File: src/rtl/des_pkg.sv
// Shared DES S-box definitions: substitution tables, control-state encoding
// and the 6-bit chunk to row/column mapping.
package des_pkg;

  typedef enum logic [1:0] {
    ST_IDLE,
    ST_BUSY,
    ST_DONE
  } state_t;

  // Indexed [box][row][col]. The [0:15] packing puts column 0 in the leftmost nibble.
  localparam logic [0:15][3:0] SBOX [8][4] = '{
    '{64'hE4D12FB83A6C5907, 64'h0F74E2D1A6CB9538, 64'h41E8D62BFC973A50, 64'hFC8249175B3EA06D},
    '{64'hF18E6B34972DC05A, 64'h3D47F28EC01A69B5, 64'h0E7BA4D158C6932F, 64'hD8A13F42B67C05E9},
    '{64'hA09E63F51DC7B428, 64'hD709346A285ECBF1, 64'hD6498F30B12C5AE7, 64'h1AD069874FE3B52C},
    '{64'h7DE3069A1285BC4F, 64'hD8B56F03472C1AE9, 64'hA690CB7DF13E5284, 64'h3F06A1D8945BC72E},
    '{64'h2C417AB6853FD0E9, 64'hEB2C47D150FA3986, 64'h421BAD78F9C5630E, 64'hB8C71E2D6F09A453},
    '{64'hC1AF92680D34E75B, 64'hAF427C9561DE0B38, 64'h9EF528C3704A1DB6, 64'h432C95FABE17608D},
    '{64'h4B2EF08D3C975A61, 64'hD0B7491AE35C2F86, 64'h14BDC37EAF680592, 64'h6BD814A7950FE23C},
    '{64'hD2846FB1A93E50C7, 64'h1FD8A374C56B0E92, 64'h7B419CE206ADF358, 64'h21E74A8DFC90356B}
  };

  // chunk[5] is DES bit b0. Returns {row[1:0], col[3:0]}.
  function automatic logic [5:0] sbox_row_col(input logic [5:0] chunk);
    return {chunk[5], chunk[0], chunk[4:1]};
  endfunction

endpackage

File: src/rtl/des_sbox_lut.sv
// Single combinational S-box lookup. The box is selected at run time so that
// each physical lane can serve any of the eight boxes.
module des_sbox_lut
  import des_pkg::*;
(
  input  logic [2:0] box,
  input  logic [5:0] chunk,
  output logic [3:0] value
);

  logic [1:0] row;
  logic [3:0] col;

  always_comb begin
    {row, col} = sbox_row_col(chunk);
    value      = SBOX[box][row][col];
  end

endmodule

File: src/rtl/des_sbox_layer.sv
// DES S-box substitution layer. LANES lookups per cycle, so a block needs
// 8/LANES BUSY cycles. Valid/ready handshakes are used on both sides.
module des_sbox_layer
  import des_pkg::*;
#(
  parameter int LANES = 2
) (
  input  logic        wClk,
  input  logic        wRst_n,
  input  logic        wInValid,
  output logic        wInReady,
  input  logic [47:0] wInData,
  output logic        wOutValid,
  input  logic        wOutReady,
  output logic [31:0] wOutData
);

  localparam int STEPS  = 8 / LANES;
  localparam int STEP_W = (STEPS > 1) ? $clog2(STEPS) : 1;

  if (LANES != 1 && LANES != 2 && LANES != 4 && LANES != 8) begin : g_lanes_check
    $error("des_sbox_layer: LANES must be 1, 2, 4 or 8");
  end

  state_t            state_reg, state_next;
  logic [STEP_W-1:0] step_reg, step_next;
  // Element 7 holds S1's chunk or nibble, because DES bit 0 is the MSB.
  logic [7:0][5:0]   in_reg, in_next;
  logic [7:0][3:0]   res_reg, res_next;

  logic [2:0] lane_box [LANES];
  logic [3:0] lane_val [LANES];

  for (genvar gi = 0; gi < LANES; gi++) begin : g_lane
    assign lane_box[gi] = 3'(int'(step_reg) * LANES + gi);

    des_sbox_lut u_lut (
      .box   (lane_box[gi]),
      .chunk (in_reg[~lane_box[gi]]),
      .value (lane_val[gi])
    );
  end

  always_ff @(posedge wClk) begin
    if (!wRst_n) begin
      state_reg <= ST_IDLE;
      step_reg  <= '0;
      in_reg    <= '0;
      res_reg   <= '0;
    end else begin
      state_reg <= state_next;
      step_reg  <= step_next;
      in_reg    <= in_next;
      res_reg   <= res_next;
    end
  end

  always_comb begin
    state_next = state_reg;
    step_next  = step_reg;
    in_next    = in_reg;
    res_next   = res_reg;
    wInReady   = 1'b0;
    wOutValid  = 1'b0;

    case (state_reg)
      ST_IDLE: begin
        wInReady = 1'b1;
        if (wInValid) begin
          in_next    = wInData;
          step_next  = '0;
          state_next = ST_BUSY;
        end
      end

      ST_BUSY: begin
        for (int i = 0; i < LANES; i++) begin
          res_next[~lane_box[i]] = lane_val[i];
        end
        step_next = step_reg + 1'b1;
        if (step_reg == STEP_W'(STEPS - 1)) begin
          step_next  = '0;
          state_next = ST_DONE;
        end
      end

      ST_DONE: begin
        wOutValid = 1'b1;
        // Accepting while the result drains avoids an IDLE bubble.
        wInReady  = wOutReady;
        if (wOutReady) begin
          if (wInValid) begin
            in_next    = wInData;
            step_next  = '0;
            state_next = ST_BUSY;
          end else begin
            state_next = ST_IDLE;
          end
        end
      end

      default: state_next = ST_IDLE;
    endcase
  end

  assign wOutData = res_reg;

endmodule

File: config.mk
export PLATFORM = sky130hd
export DESIGN_NAME = des_sbox_layer
export DESIGN_NICKNAME = d
export VERILOG_FILES = /design/src/rtl/des_pkg.sv /design/src/rtl/des_sbox_lut.sv /design/src/rtl/des_sbox_layer.sv
export SDC_FILE = /design/constraint.sdc
export NUM_CORES = 1
export LEC_CHECK = 0
export ABC_AREA = 1
export BUFFER_PORTS_ARGS = -buffer_cell sky130_fd_sc_hd__buf_2
export CORE_UTILIZATION = 45
export DETAILED_ROUTE_END_ITERATION = 10
export MAX_ROUTING_LAYER = met4
export PLACE_DENSITY = 0.7
export SYNTH_ARGS = -nofsm -noshare
export SYNTH_HDL_FRONTEND = slang
export SYNTH_SLANG_ARGS = --single-unit
File: constraint.sdc
create_clock -name wClk -period 4.5 [get_ports wClk]
set_input_delay 1.125 -clock wClk [delete_from_list [all_inputs] [get_ports wClk]]
set_output_delay 1.125 -clock wClk [all_outputs]
set_load 0.01 [all_outputs]
# Word-level counts from Yosys, hierarchy flattened
# Memories as Yosys holds them, arrays and structs flattened.
# Cells that the tools add are included.
[totals]
ff_bits = 84
romBits = 4096
output_inout_bits = 34
wordCells = 94
n_memories = 2
[memory_table]
columns = ["name", "depth", "word_bits", "rd", "rd_clocked_by_memory_dff", "write_ports", "line", "text"]
rows = [
  ["(name not given)", 8, 256, 1, 0, 0, "des_sbox_lut.sv:16", "value = SBOX[box][row][col];"],
  ["(name not given)", 8, 256, 1, 0, 0, "des_sbox_lut.sv:16", ""],
]
[op_classes]
add_sub_neg = 2
order_cmp = 10
eq_ne = 6
n_mux = 40
n_bitwise = 8
n_reduce_logical = 8
[ops]
columns = ["op", "n"]
rows = [
  ["$mux W256", 4],
  ["$bmux W64 S2", 2],
  ["$mux W64", 4],
  ["$mux W48", 2],
  ["$pmux W48 S2", 1],
  ["$bwmux W32", 2],
  ["$bmux W6 S3", 2],
  ["$bmux W4 S4", 2],
  ["$demux W4 S3", 2],
  ["$mux W4", 6],
  ["$mux W2", 6],
  ["$mux W6", 2],
  ["$pmux W2 S3", 2],
  ["$ge A5 B5 Y1 const B", 2],
  ["$not A4 Y5", 2],
  ["$ge A4 B4 Y1 const B", 2],
  ["$lt A3 B4 Y1 const B", 2],
  ["$not A3 Y4", 2],
  ["$ge A3 B1 Y1 const B", 2],
  ["$ge A3 B3 Y1 const B", 2],
  ["$ne A2 B2 Y1 const B", 3],
  ["$not A2 Y3", 2],
  ["$not A3 Y3", 2],
  ["$eq A2 B2 Y1 const B", 2],
  ["other kinds (11)", 14],
]

# Depth between registers and ports, before layout
[logic_depth]
ltp_word = 12
ltp_mapped = 19
depth_no_buf = 18

# Modules after synthesis
# From an unflattened synthesis, not the netlist that was laid out.
[hier_totals]
hier_cells = 1795
hier_area_um2 = 9691.8
[by_module_without_submodules]
columns = ["mod", "n_inst", "cells_each", "area_each_um2", "seq_area_each_um2"]
rows = [
  ["des_sbox_layer", 1, 462, 3517.1, 1681.6],
  ["des_sbox_lut at g_lane[1].u_lut", 1, 663, 3160.5, 0.0],
  ["des_sbox_lut at g_lane[0].u_lut", 1, 670, 3014.1, 0.0],
]

# Worst setup path after synthesis
# No wires, ideal clock.
[synth_path]
kind = "input port to output port"
start = "in wOutReady"
end = "out wInReady"
arrival_ps = 1393
required_ps = 3375
slack_ps = 1982
cell_stages = 2
cell_sequence = "inv_1 a21oi_1"
[synth_between]
elab_chain_cells = 1
[synth_rtl]
columns = ["element", "line", "text"]
rows = [
  ["start: declaration", "des_sbox_layer.sv:14", "input logic wOutReady,"],
  ["$pmux W1 S2", "des_sbox_layer.sv:66", "case (state_reg)"],
  ["end: declaration", "des_sbox_layer.sv:11", "output logic wInReady,"],
]
# Every way passes these cells.

# Final worst setup path
[layout_path]
start = "reg step_reg[0]"
end = "reg res_reg (netlist bit wOutData[30])"
[layout_between]
elab_chain_cells = 12
elab_cells_between_ends = 43
[layout_rtl]
columns = ["element", "line", "text"]
rows = [
  ["start: declaration", "des_sbox_layer.sv:26", "logic [STEP_W-1:0] step_reg, step_next;"],
  ["start signal: assignment", "des_sbox_layer.sv:52", "step_reg <= step_next;"],
  ["$add A3 B1 Y3 (tied with other cells)", "des_sbox_layer.sv:35", "assign lane_box[gi] = 3'(int'(step_reg) * LANES + gi);"],
  ["$not A3 Y4 (implied by the code) (tied with other cells)", "des_sbox_lut.sv:16", ""],
  ["$mem_v2 Z8 W256 (tied with other cells)", "n/a", ""],
  ["$mux W256 (implied by the code) (tied with other cells) (2 in a row)", "des_sbox_lut.sv:16", ""],
  ["$bmux W64 S2 / $mux W64 (equally long branches)", "des_sbox_lut.sv:16", ""],
  ["$mux W64 (implied by the code)", "des_sbox_lut.sv:16", ""],
  ["$mux W64 (implied by the code) / $bmux W4 S4 (equally long branches)", "des_sbox_lut.sv:16", ""],
  ["$bmux W4 S4 / $mux W4 (equally long branches)", "des_sbox_lut.sv:16", ""],
  ["$mux W4 (implied by the code)", "des_sbox_lut.sv:16", ""],
  ["$mux W4 (implied by the code) / $bwmux W32 (equally long branches)", "des_sbox_lut.sv:16, des_sbox_layer.sv:78", ""],
  ["$bwmux W32 *", "des_sbox_layer.sv:78", "res_next[~lane_box[i]] = lane_val[i];"],
  ["end signal: assignment", "des_sbox_layer.sv:54", "res_reg <= res_next;"],
  ["end: declaration", "des_sbox_layer.sv:29", "logic [7:0][3:0] res_reg, res_next;"],
]
# Every way passes the cells marked *; elsewhere a longest branch is shown, timed or not. The select of a mux whose other input is x is not followed.
# A chain may end at the register's enable or synchronous reset.

==> qor.csv <==
metric;value;unit
most frequent CP cell;nand2_1;
largest family of logic cells by synthesized area;simple AND/OR/NAND/NOR gates;
Yosys reg bits;84;
final critical-path required period;3.31;ns
Worst-Skew Late Latency;0.33;ns
compound-gate portion of the synthesized area;11.6;%
syn avg cell area;5.82;um2
Hold WC Path Type;flop to flop;
post-CTS sizing;0;
die height;128;um
crit-path max cell delay;0.48;ns
gate count of the mapped netlist;1218;
crit-path cells;inv_2 > nand2_1 > nand2_1 > nand2_1 > nand2_2 > inv_2 > nand2_2 > nand2_1 > nand2_1 > nand3_1 > nand3_1 > nand3_1 > nand3_1 > nand3_1 > nand2_1 > inv_1;
Final Max Tran Viols;0;
post-synthesis simple-gate area fraction;50.1;%
crit path max fanout;29;
Power Density;377;nW/um2
Die Area;16300;um2
Crit Path Class;flop to flop;
first-pass GRT wire length;41.4;mm
Buf/Inv on CP;3;
worst slew pin tran;1.06;ns
Final Cycle Share;73.6;%
number of flops mapped to enable cells by yosys;0;
post-synth cell types;32;
relative slew slack;29.3;%
CTS Hold Bufs;0;
# DRC;0;
GPL Wtd Cong;1.00;
CP Launch Type;flop;
Seq pwr share;28.0;%
CTS Buffer Depth;2;
synthesized area;7090;um2
Slowest-stage cell, CP;nand2_2;
Synth Area in Adders;4.76;%
CTS HTree Levels;3;
final setup fails;0;
critical path arrival;3.55;ns
number of global-route vias before repair;7730;
WL/cell;18.0;um
ANT nets after route;0;
fraction of layout cells with a size suffix above 1;12.1;%
most frequent cells in the layout;nand2_1 (340), nand3_1 (326), nor2_1 (112);
Req. time, crit path;4.74;ns
setup_tns;0;ns
reg2reg end;wOutData[30];
CTS Buf Count;9;
RSZ-0062 raised after global routing;no;
clock sinks;84;
Psw;1.27;mW
FMAX;302;MHz
mux share of post-synthesis cell area;0;%
YS warnings;0;
port buffer count;85;
clk slew on worst S/H paths;0.06;ns
Post-Syn Nets;1297;
Die Wd;128;um
register area share after synthesis;23.7;%
ys async rst share;0;%
hold path depth;2;
DP HPWL;18.4;mm
Fin Hold WS;0.456;ns
Post CTS Setup Buffer Count;0;
Worst Skew;0.00512;ns
top_reg_cell synth;dfxtp_1;
CTS root buffer;clkbuf_16;
Max-Cap Viols;0;
Combinational Power Share;45.0;%
R2R setup slack;1.19;ns
switch share;43.1;%
via/cell ratio;5.89;
initial antenna violation count;0;
worst r2r path cells;16;
max FFs per register;48;
reg2reg start;step_reg[0];
Internal Power;1.67;mW
P_leak;3.93;nW
Initial Utilization;46.3;%
Synth Area in XOR/XNOR;0;%
Hold Path Sink;in_reg[43];
final net count;1331;
clock power share;27.0;%
commonest non-fill, non-tap cell in the layout;nand2_1;
std cell rows;45;
total track usage;33.3;%
DR pass1 iterations;7;
maximum vdd drop;274;uV
status;finished clean;
CORE AREA;15300;um2
GR Overflow Total;0;
diodes inserted;0;
CTS tree;done;
beginning of the worst hold path;in_reg[43];
vias;8651;
Fin. Hold Viols;0;
largest net degree at the start of global routing;71;
Top Ports;86;
final wirelength;26.5;mm
area grow syn2layout;9.86;%
Top Family by Delay on Critical Path;simple AND/OR/NAND/NOR gates;
CP Capture Type;flop;
Iteration-0 DRC Markers;1436;
## cell families after synthesis
group / Yosys count
flops: 84
fa+ha+maj: 27
simple gates: 807
compound gates: 148
buf+inv: 152
## layer usage
metal  wire, um  vias up  GRT usage, %  part of all wire (%)
met2      11500      586          50.1                    43
met4       1170        0          15.1                   4.4
met3       2900      107          5.36                    11
met1      10900     3859          43.6                    41
met5          0        -             -                     0
li1           -     4099             -                     -
## synth_stat cells, drive strengths merged, types with 2 or more instances
| cell | instances | area [um2] |
|---|---|---|
| nand3 | 328 | 1650 |
| o211ai | 6 | 45.0 |
| nand2 | 356 | 1390 |
| clkbuf | 25 | 93.8 |
| inv | 75 | 284 |
| o22ai | 5 | 31.3 |
| clkinv | 2 | 7.51 |
| buf | 50 | 315 |
| ha | 27 | 338 |
| o21ai | 64 | 324 |
| nor2 | 115 | 454 |
| o21a | 20 | 150 |
| dfxtp | 84 | 1680 |
| a21oi | 52 | 260 |
| nand4 | 2 | 12.5 |
| or2 | 4 | 25.0 |
## worst max-delay path by stage
stage / depth (start not counted) / end / slack, ns / start
finish: 16 / wOutData[30] / 1.19 / step_reg[0]
global route: 17 / wOutData[4] / 0.93 / step_reg[0]
CTS: 17 / wOutData[4] / 1.30 / step_reg[0]
detailed placement: 17 / wOutData[4] / 1.31 / step_reg[0]
global placement: 17 / wOutData[20] / 1.33 / step_reg[0]
floorplan: 2 / wInReady / 1.98 / wOutReady
## metrics by stage
stage	util (%)	setup WS [ns]	instance area [um2]	power [mW]	std cells
after floorplan	-	1.98	7090	1.79	1218
after global placement	48.8	1.33	7470	2.12	1452
after detailed placement	48.8	1.31	7470	2.11	1452
after CTS	50.9	1.30	7790	2.90	1468
after global routing	50.9	0.925	7790	3.11	1468
final	50.9	1.19	7790	2.94	1468
## power by group through the flow
stage                     logic (mW)  registers (mW)  clock network (mW)
after global placement          1.28           0.838                   0
final                           1.32           0.824               0.794
after detailed placement        1.27           0.840                   0
after floorplan                0.947           0.841                   0
after global routing            1.44           0.828               0.835
after CTS                       1.27           0.823               0.801
## final cells by class
type                            count  area [um2]
Clock inverter                      7        96.3
Sequential cell                    84        1680
Tap cell                          211         264
Multi-Input combinational cell    982        4710
Clock buffer                        9         225
Fill cell                        1701        7520
Inverter                           77         292
Timing Repair Buffer               98         523
## worst min-delay path, stage by stage (launching register included)
cell and delay (ns):
dfxtp_1 0.30, inv_1 0.06, a21oi_1 0.05
Power figures use the tool's default switching activity.
